**src/rtl/score_ctrl.sv**
```systemverilog
// Pong score keeper: two BCD scores, digit enables/blink, and the
// serve / play / game-over sequencer that gates point events.
module score_ctrl #(
    parameter int WIN_SCORE    = 11,
    parameter int SERVE_FRAMES = 60,
    parameter int BLINK_FRAMES = 30
) (
    input  logic       clk,
    input  logic       reset,
    input  logic       FrameTick,
    input  logic       NewGame,
    input  logic       PointP1,
    input  logic       PointP2,
    output logic [3:0] P1Tens,
    output logic [3:0] P1Ones,
    output logic [3:0] P2Tens,
    output logic [3:0] P2Ones,
    output logic [3:0] DigitEn,
    output logic       ServeReady,
    output logic       ServeDir,
    output logic       GameOver,
    output logic       Winner
);

    // state      | meaning
    // S_IDLE     | waiting for NewGame, points ignored
    // S_SERVE    | counting FrameTicks before the ball is released
    // S_PLAY     | ball live, point pulses credited
    // S_GAMEOVER | scores frozen, winner's digits blink
    localparam logic [1:0] S_IDLE     = 2'd0;
    localparam logic [1:0] S_SERVE    = 2'd1;
    localparam logic [1:0] S_PLAY     = 2'd2;
    localparam logic [1:0] S_GAMEOVER = 2'd3;

    localparam logic [7:0] WIN_BCD    = {4'(WIN_SCORE / 10), 4'(WIN_SCORE % 10)};
    localparam logic [7:0] SERVE_LAST = 8'(SERVE_FRAMES - 1);
    localparam logic [7:0] BLINK_LAST = 8'(BLINK_FRAMES - 1);

    logic [1:0] state_q, state_d;
    logic [7:0] cnt_q, cnt_d;
    logic [3:0] p1_tens_q, p1_tens_d, p1_ones_q, p1_ones_d;
    logic [3:0] p2_tens_q, p2_tens_d, p2_ones_q, p2_ones_d;
    logic [3:0] digit_en_q, digit_en_d;
    logic       serve_ready_q, serve_ready_d;
    logic       serve_dir_q, serve_dir_d;
    logic       game_over_q, game_over_d;
    logic       winner_q, winner_d;
    logic       blink_off_q, blink_off_d;
    logic [7:0] p1_next, p2_next;
    logic       blank_p1, blank_p2;

    // Saturates at 99 so the digits can never leave BCD range.
    function automatic logic [7:0] bcd_inc(input logic [3:0] tens, input logic [3:0] ones);
        logic [7:0] r;
        r = {tens, ones};
        if (ones == 4'd9) begin
            if (tens != 4'd9) r = {tens + 4'd1, 4'd0};
        end else begin
            r = {tens, ones + 4'd1};
        end
        return r;
    endfunction

    always_comb begin
        state_d     = state_q;
        cnt_d       = cnt_q;
        p1_tens_d   = p1_tens_q;
        p1_ones_d   = p1_ones_q;
        p2_tens_d   = p2_tens_q;
        p2_ones_d   = p2_ones_q;
        serve_dir_d = serve_dir_q;
        winner_d    = winner_q;
        blink_off_d = blink_off_q;
        p1_next     = bcd_inc(p1_tens_q, p1_ones_q);
        p2_next     = bcd_inc(p2_tens_q, p2_ones_q);

        if (NewGame) begin
            state_d     = S_SERVE;
            cnt_d       = 8'd0;
            p1_tens_d   = 4'd0;
            p1_ones_d   = 4'd0;
            p2_tens_d   = 4'd0;
            p2_ones_d   = 4'd0;
            serve_dir_d = 1'b0;
            winner_d    = 1'b0;
            blink_off_d = 1'b0;
        end else begin
            case (state_q)
                S_SERVE: begin
                    if (FrameTick) begin
                        if (cnt_q == SERVE_LAST) begin
                            state_d = S_PLAY;
                            cnt_d   = 8'd0;
                        end else begin
                            cnt_d = cnt_q + 8'd1;
                        end
                    end
                end
                S_PLAY: begin
                    // P1 wins a simultaneous point.
                    if (PointP1) begin
                        {p1_tens_d, p1_ones_d} = p1_next;
                        cnt_d = 8'd0;
                        if (p1_next == WIN_BCD) begin
                            state_d     = S_GAMEOVER;
                            winner_d    = 1'b0;
                            blink_off_d = 1'b0;
                        end else begin
                            state_d     = S_SERVE;
                            serve_dir_d = 1'b1;
                        end
                    end else if (PointP2) begin
                        {p2_tens_d, p2_ones_d} = p2_next;
                        cnt_d = 8'd0;
                        if (p2_next == WIN_BCD) begin
                            state_d     = S_GAMEOVER;
                            winner_d    = 1'b1;
                            blink_off_d = 1'b0;
                        end else begin
                            state_d     = S_SERVE;
                            serve_dir_d = 1'b0;
                        end
                    end
                end
                S_GAMEOVER: begin
                    if (FrameTick) begin
                        if (cnt_q == BLINK_LAST) begin
                            blink_off_d = ~blink_off_q;
                            cnt_d       = 8'd0;
                        end else begin
                            cnt_d = cnt_q + 8'd1;
                        end
                    end
                end
                default: ;
            endcase
        end

        blank_p1      = (state_d == S_GAMEOVER) && blink_off_d && !winner_d;
        blank_p2      = (state_d == S_GAMEOVER) && blink_off_d && winner_d;
        digit_en_d    = {~blank_p2, (p2_tens_d != 4'd0) && !blank_p2,
                         ~blank_p1, (p1_tens_d != 4'd0) && !blank_p1};
        serve_ready_d = (state_d == S_PLAY);
        game_over_d   = (state_d == S_GAMEOVER);
    end

    always_ff @(posedge clk or negedge reset) begin
        if (!reset) begin
            state_q       <= S_IDLE;
            cnt_q         <= 8'd0;
            p1_tens_q     <= 4'd0;
            p1_ones_q     <= 4'd0;
            p2_tens_q     <= 4'd0;
            p2_ones_q     <= 4'd0;
            digit_en_q    <= 4'b1010;
            serve_ready_q <= 1'b0;
            serve_dir_q   <= 1'b0;
            game_over_q   <= 1'b0;
            winner_q      <= 1'b0;
            blink_off_q   <= 1'b0;
        end else begin
            state_q       <= state_d;
            cnt_q         <= cnt_d;
            p1_tens_q     <= p1_tens_d;
            p1_ones_q     <= p1_ones_d;
            p2_tens_q     <= p2_tens_d;
            p2_ones_q     <= p2_ones_d;
            digit_en_q    <= digit_en_d;
            serve_ready_q <= serve_ready_d;
            serve_dir_q   <= serve_dir_d;
            game_over_q   <= game_over_d;
            winner_q      <= winner_d;
            blink_off_q   <= blink_off_d;
        end
    end

    assign P1Tens     = p1_tens_q;
    assign P1Ones     = p1_ones_q;
    assign P2Tens     = p2_tens_q;
    assign P2Ones     = p2_ones_q;
    assign DigitEn    = digit_en_q;
    assign ServeReady = serve_ready_q;
    assign ServeDir   = serve_dir_q;
    assign GameOver   = game_over_q;
    assign Winner     = winner_q;

endmodule
```
**config.mk**
```make
export PLATFORM = sky130hd
export DESIGN_NAME = score_ctrl
export DESIGN_NICKNAME = d
export VERILOG_FILES = /design/src/rtl/score_ctrl.sv
export SDC_FILE = /design/constraint.sdc
export NUM_CORES = 1
export LEC_CHECK = 0
export BUFFER_PORTS_ARGS = -buffer_cell sky130_fd_sc_hd__buf_2
export CAP_MARGIN = 20
export CORE_MARGIN = 3
export CORE_UTILIZATION = 52
export CTS_CLUSTER_DIAMETER = 150
export DETAILED_ROUTE_END_ITERATION = 10
export PLACE_DENSITY = 0.74
export RECOVER_POWER = 100
export SYNTH_ARGS = -nofsm -noshare
export SYNTH_HDL_FRONTEND = slang
export SYNTH_SLANG_ARGS = --single-unit
```
**constraint.sdc**
```tcl
create_clock -name clk -period 2.1 [get_ports clk]
set_input_delay 0.21 -clock clk [delete_from_list [all_inputs] [get_ports clk]]
set_output_delay 0.21 -clock clk [all_outputs]
set_load 0.03 [all_outputs]
```
**Yosys cells after proc, flatten, opt, wreduce, memory -nomap -nowiden**

Index checks and enable logic that the tools add are counted.

- Register bits after elaboration: 35

- Reduce and logical (&&, ||, !) cells: 19
- Add/subtract/negate cells: 5
- Bitwise logic cells: 3
- Mux-type cells: 54
- Equality and inequality tests: 19

Operators with widths:

| operator | number |
|---|---|
| 8-bit 2-to-1 mux | 11 |
| 4-bit 2-to-1 mux | 14 |
| 8-bit by 5-bit == test with 1-bit output (second input constant) | 3 |
| 8-bit one-hot mux with 3 select lines | 1 |
| 1-bit 2-to-1 mux | 19 |
| 4-bit by 1-bit adder with 4-bit output (second input constant) | 4 |
| 2-bit 2-to-1 mux | 7 |
| 3-bit != test (second input constant) | 4 |
| 4-bit != test (second input constant) | 3 |
| 4-bit nonzero test | 3 |
| 8-bit by 1-bit adder with 8-bit output (second input constant) | 1 |
| 2-bit == test (second input constant) | 4 |
| 4-bit == test (second input constant) | 2 |
| 8-bit by 6-bit == test with 1-bit output (second input constant) | 1 |
| 4-bit AND reduction | 2 |
| 2-bit nonzero test | 3 |
| 1-bit logical AND | 5 |
| 2-bit one-hot mux with 2 select lines | 1 |
| 1-bit zero test | 3 |
| 1-bit NOT | 3 |
| 3-bit AND reduction | 1 |
| 3-bit nonzero test | 1 |
| 2-bit by 1-bit == test with 1-bit output (second input constant) | 1 |
| 2-bit != test (second input constant) | 1 |
| 2 further kinds | 2 |

**Longest topological paths before layout**

- Depth in word-level cells: 14
- Gate-level depth with buffers: 10

**Least setup slack after synthesis**

No wires, ideal clock.

- Path type: register -> register
- Start: reg p1_ones_q[1] (netlist: P1Ones[1])
- End: reg digit_en_q[0] (netlist: DigitEn[0])
- Cell stages (with the launch flop): 10
- Library setup time: 0.134 ns
- Arrival: 2.356 ns
- Data required time: 1.966 ns
- Clock period less this slack: 2.490 ns
- Path slack: -0.390 ns
- Cell sequence: dfrtp_1 -> inv_1 -> ha_1 -> and3b_1 -> buf_6 -> a211oi_1 -> o2111ai_2 -> or3_4 -> a221oi_2 -> a31oi_1

- Word-level cells in the longest chain between the ends: 12
- Elaborated cells on any way between the ends: 27
- Classes of those cells: 1 x add/sub; 3 x eq/ne; 17 x mux; 6 x reduce/logical

Ends and longest elaborated chain:

| what | line | text |
|---|---|---|
| start: declaration | 41 | `logic [3:0] p1_tens_q, p1_tens_d, p1_ones_q, p1_ones_d;` |
| start signal: assignment | 165 | `p1_ones_q <= p1_ones_d;` |
| 4-bit by 1-bit adder with 4-bit output (tied with other cells) | 59 | `r = {tens, ones + 4'd1};` |
| 8-bit 2-to-1 mux * | 56 | `if (ones == 4'd9) begin` |
| 8-bit by 5-bit == test with 1-bit output | 104 | `if (p1_next == WIN_BCD) begin` |
| 2-bit 2-to-1 mux | 104 |  |
| 2-bit 2-to-1 mux | 101 | `if (PointP1) begin` |
| 2-bit one-hot mux with 2 select lines | 88 | `case (state_q)` |
| 2-bit 2-to-1 mux | 77 | `if (NewGame) begin` |
| 2-bit == test | 139 | `blank_p1 = (state_d == S_GAMEOVER) && blink_off_d && !winner_d;` |
| 1-bit logical AND (2 in a row) | 139 |  |
| 1-bit zero test | 142 | `~blank_p1, (p1_tens_d != 4'd0) && !blank_p1};` |
| 1-bit logical AND * | 142 |  |
| net digit_en_d[0] | 43 | `logic [3:0] digit_en_q, digit_en_d;` |
| end signal: assignment | 168 | `digit_en_q <= digit_en_d;` |
| end: declaration | 43 |  |

The timed path passes the listed nets; every way through them passes the cells marked *.
A chain may end at the register's enable or synchronous reset.

**Final worst setup path**

Same ends and word-level chain as after synthesis.

==> impl_metrics.toml <==
[yosys]
synth-edff-count = 0
ys_seq_elements = 35
synth-seq-area-share_pct = 39.7
syn_area_per_cell_um2 = 8.99
netlist.area_leader.share_pct = 37.4
ys_async_sr_fraction_pct = 100
synth_xor_xnor_area_share_pct = 1.98
synth-simple-area-share_pct = 25.7
synthAdderAreaFrac_pct = 7.36
netlist_instances = 246
synth_area_leaders = "dfrtp_1, ha_1, o21ai_0, nand2_1, nor2_1"
ys_warn_count = 0
yosys-top-cells-count = "dfrtp_1, nand2_1, nor2_1"
ys_types = 55
synth_compound_area_share_pct = 19.7
yosysMostFrequentCell = "dfrtp_1"
muxShareOfSynthArea_pct = 1.81
synth_nets = 265
synth_area_mm2 = 0.00221
synth_top_family_by_area = "simple AND/OR/NAND/NOR gates"
synth-main-ff-cell = "dfrtp_1"
synth_top_area_cell = "dfrtp_1"

[finish]
final_nets = 339
final_util_pct = 70.6
area_delta_synth_final_pct = 29.5
diodes = 0
fill_cells = 315
drive_gt1_share_pct = 26.8

[global_route]
gr-total-overflow = 0
grt_use_met3_pct = 4.40
grt_max_degree = 28
grt_pass1_wl_um = 9830
busiest_layer = "met2"
grt.total_usage_pct = 24.5
grt_use_met2_pct = 38.0
antenna_found_initial = 0
use_met1_pct = 33.7
grt_pass1_vias = 2098

[route]
drc = 0
wire_per_inst_um = 15.1
drtPass1Iterations = 4
drtIter0Drc = 122
vias = 2127
antenna_left = 0
wl_um = 5620
viasPerCell = 5.73

[timing]
worst_slew_pin_slew_ns = 1.15
finalWorstSetupSlack_ns = -0.176
rsz0062_at_grt = "true"
max_slew_margin_pct = 23.1
hold_slack_ns = 0.382
final-setup-viol-count = 6
post-route-period-util_pct = 108
finClkSkew_ns = 0.00809
maxSlewViolCount = 0
fmax_mhz = 439
hold_viol_final = 0
period_needed_ns = 2.28

[clocking]
cts_max_path_buffers = 2
clkSlewWorstSetupHoldPaths_ns = 0.07
clock_latency_ns = 0.28
cts-root-buf = "clkbuf_8"
htreeDepth = 2
cts_tree = "yes"
cts_made_buffers = 5
cts_sinks = 35

[placement]
portBuffers = 29
gp_congestion = 0.888
dp_hpwl_um = 4130
pre_cts_slack_ns = -0.205

[pwr]
cellLeakagePower_nw = 1.29
power_density_mw_per_mm2 = 466
ir_drop_mv = 0.551

[min_path]
min_to = "ServeDir"
hold_path.startpoint = "PointP2"
holdPathStages = 4
hp-class = "input port to register"

[critical_path]
crit_chain = "inv_2 -> ha_4 -> and3b_2 -> and4_1 -> o2111ai_2 -> or3_4 -> a221oi_4 -> a31oi_1"
r2r_slack_ns = -0.18
crit_required_ns = 2.25
cp-end-kind = "register"
setup.worst_path.class = "register to register"
cp-start-kind = "register"
cp_slowest_stage_delay_ns = 0.43
regToRegStartpoint = "P1Ones[1]"
critPathMaxFanout = 5
cp.buffers_inverters = 1
ff2ff_path_depth = 8
cp.arrival_ns = 2.43
cp_top_family = "simple AND/OR/NAND/NOR gates"
r2r-end = "DigitEn[0]"
cp_slowest_cell = "dfrtp_2"

[floorplan]
io_pins = 30
initial_core_util_pct = 54.5
dieArea_mm2 = 0.00507
dieWidth_um = 71.2
row_count = 23
die_y_um = 71.2
design.core.area_mm2 = 0.00406

[run]
drv_cap = 0

[outcome]
outcome = "finished, violations left"
violations = "negative setup slack"
through the flow:
stage / TNS, ns / instance area, µm² / power, mW / cells
floorplan: -0.908 / 2240 / 0.769 / 246
global placement: -0.649 / 2740 / 0.808 / 360
detailed placement: -0.806 / 2740 / 0.812 / 360
CTS: -0.455 / 2880 / 1.35 / 371
global route: -1.31 / 2860 / 1.40 / 371
finish: -0.677 / 2860 / 1.34 / 371
routing by layer:
layer | vias up | wire [µm] | part of all wire [%]
met5 | - | 0 | 0
met4 | 0 | 122 | 2.2
met3 | 15 | 250 | 4.4
met2 | 54 | 2670 | 48
met1 | 1008 | 2570 | 46
li1 | 1050 | - | -
timing repair:
item                       4_1_cts  5_1_grt
setup buffers                    2        0
pin swaps                        7        0
hold endpoints to repair        19        0
hold buffers                     1        0
setup endpoints to repair        7       14
resized for setup                4        6
layout by cell type (no fill, tap or decap), drive strengths merged, types with 3 or more instances in the layout:
master / count
nand3: 15
clkbuf: 33
xor2: 3
nor2: 23
nand2: 23
and3b: 6
o31ai: 4
buf: 49
nand3b: 6
mux2i: 4
and3: 5
o21ai: 19
a211oi: 3
ha: 13
inv: 12
dfrtp: 33
a311oi: 5
nor3: 4
nor2b: 5
or3: 3
a21oi: 14
a31oi: 4
worst reg2reg max path: stages, from the launching register on:
cell and delay (ns):
dfrtp_2 0.43, inv_2 0.07, ha_4 0.13, and3b_2 0.22, and4_1 0.20, o2111ai_2 0.19, or3_4 0.43, a221oi_4 0.36
a31oi_1 0.13
sequential cells by signal, indices dropped and copies added (netlist names):
signal       flops
GameOver         1
state_q          2
blink_off_q      1
DigitEn          4
cnt_q            8
ServeReady       1
ServeDir         1
Winner           1
P1Tens           4
P2Ones           4
P1Ones           4
P2Tens           4
worst max-delay path by stage:
stage / from / to / slack [ns] / depth (start not counted)
2_1_floorplan: P1Ones[0] / DigitEn[0] / -0.23 / 8
3_3_place_gp: P1Ones[1] / DigitEn[0] / -0.17 / 8
3_5_place_dp: P1Ones[1] / DigitEn[0] / -0.21 / 8
4_1_cts: P1Ones[0] / DigitEn[0] / -0.14 / 7
5_1_grt: P1Ones[1] / DigitEn[0] / -0.26 / 8
6_report: P1Ones[1] / DigitEn[0] / -0.18 / 8
power by group:
| group | total (mW) | internal [mW] | leakage (nW) | switching, mW |
|---|---|---|---|---|
| Combinational | 0.105 | 0.0372 | 0.774 | 0.0681 |
| Sequential | 0.698 | 0.686 | 0.468 | 0.0127 |
| Clock | 0.531 | 0.299 | 0.0515 | 0.232 |
area by class of cell:
class / count / area, µm² / share of cell area [%]
clock buffer: 8 / 100 / 3.50
timing repair buffer: 75 / 460 / 16.1
sequential: 35 / 883 / 30.9
inverter: 12 / 45.0 / 1.57
tap: 50 / 62.6 / 2.19
multi-input combinational: 191 / 1310 / 45.8
kinds of logic (layout without fill, tap and decap cells):
kind of cell,count (synthesis),count (layout)
compound gates,64,64
mux,4,4
buf+inv,20,95
flops,35,35
simple gates,105,105
fa+ha+maj,13,13
xor+xnor,5,5
No activity file was read; power rests on OpenSTA's default activity.
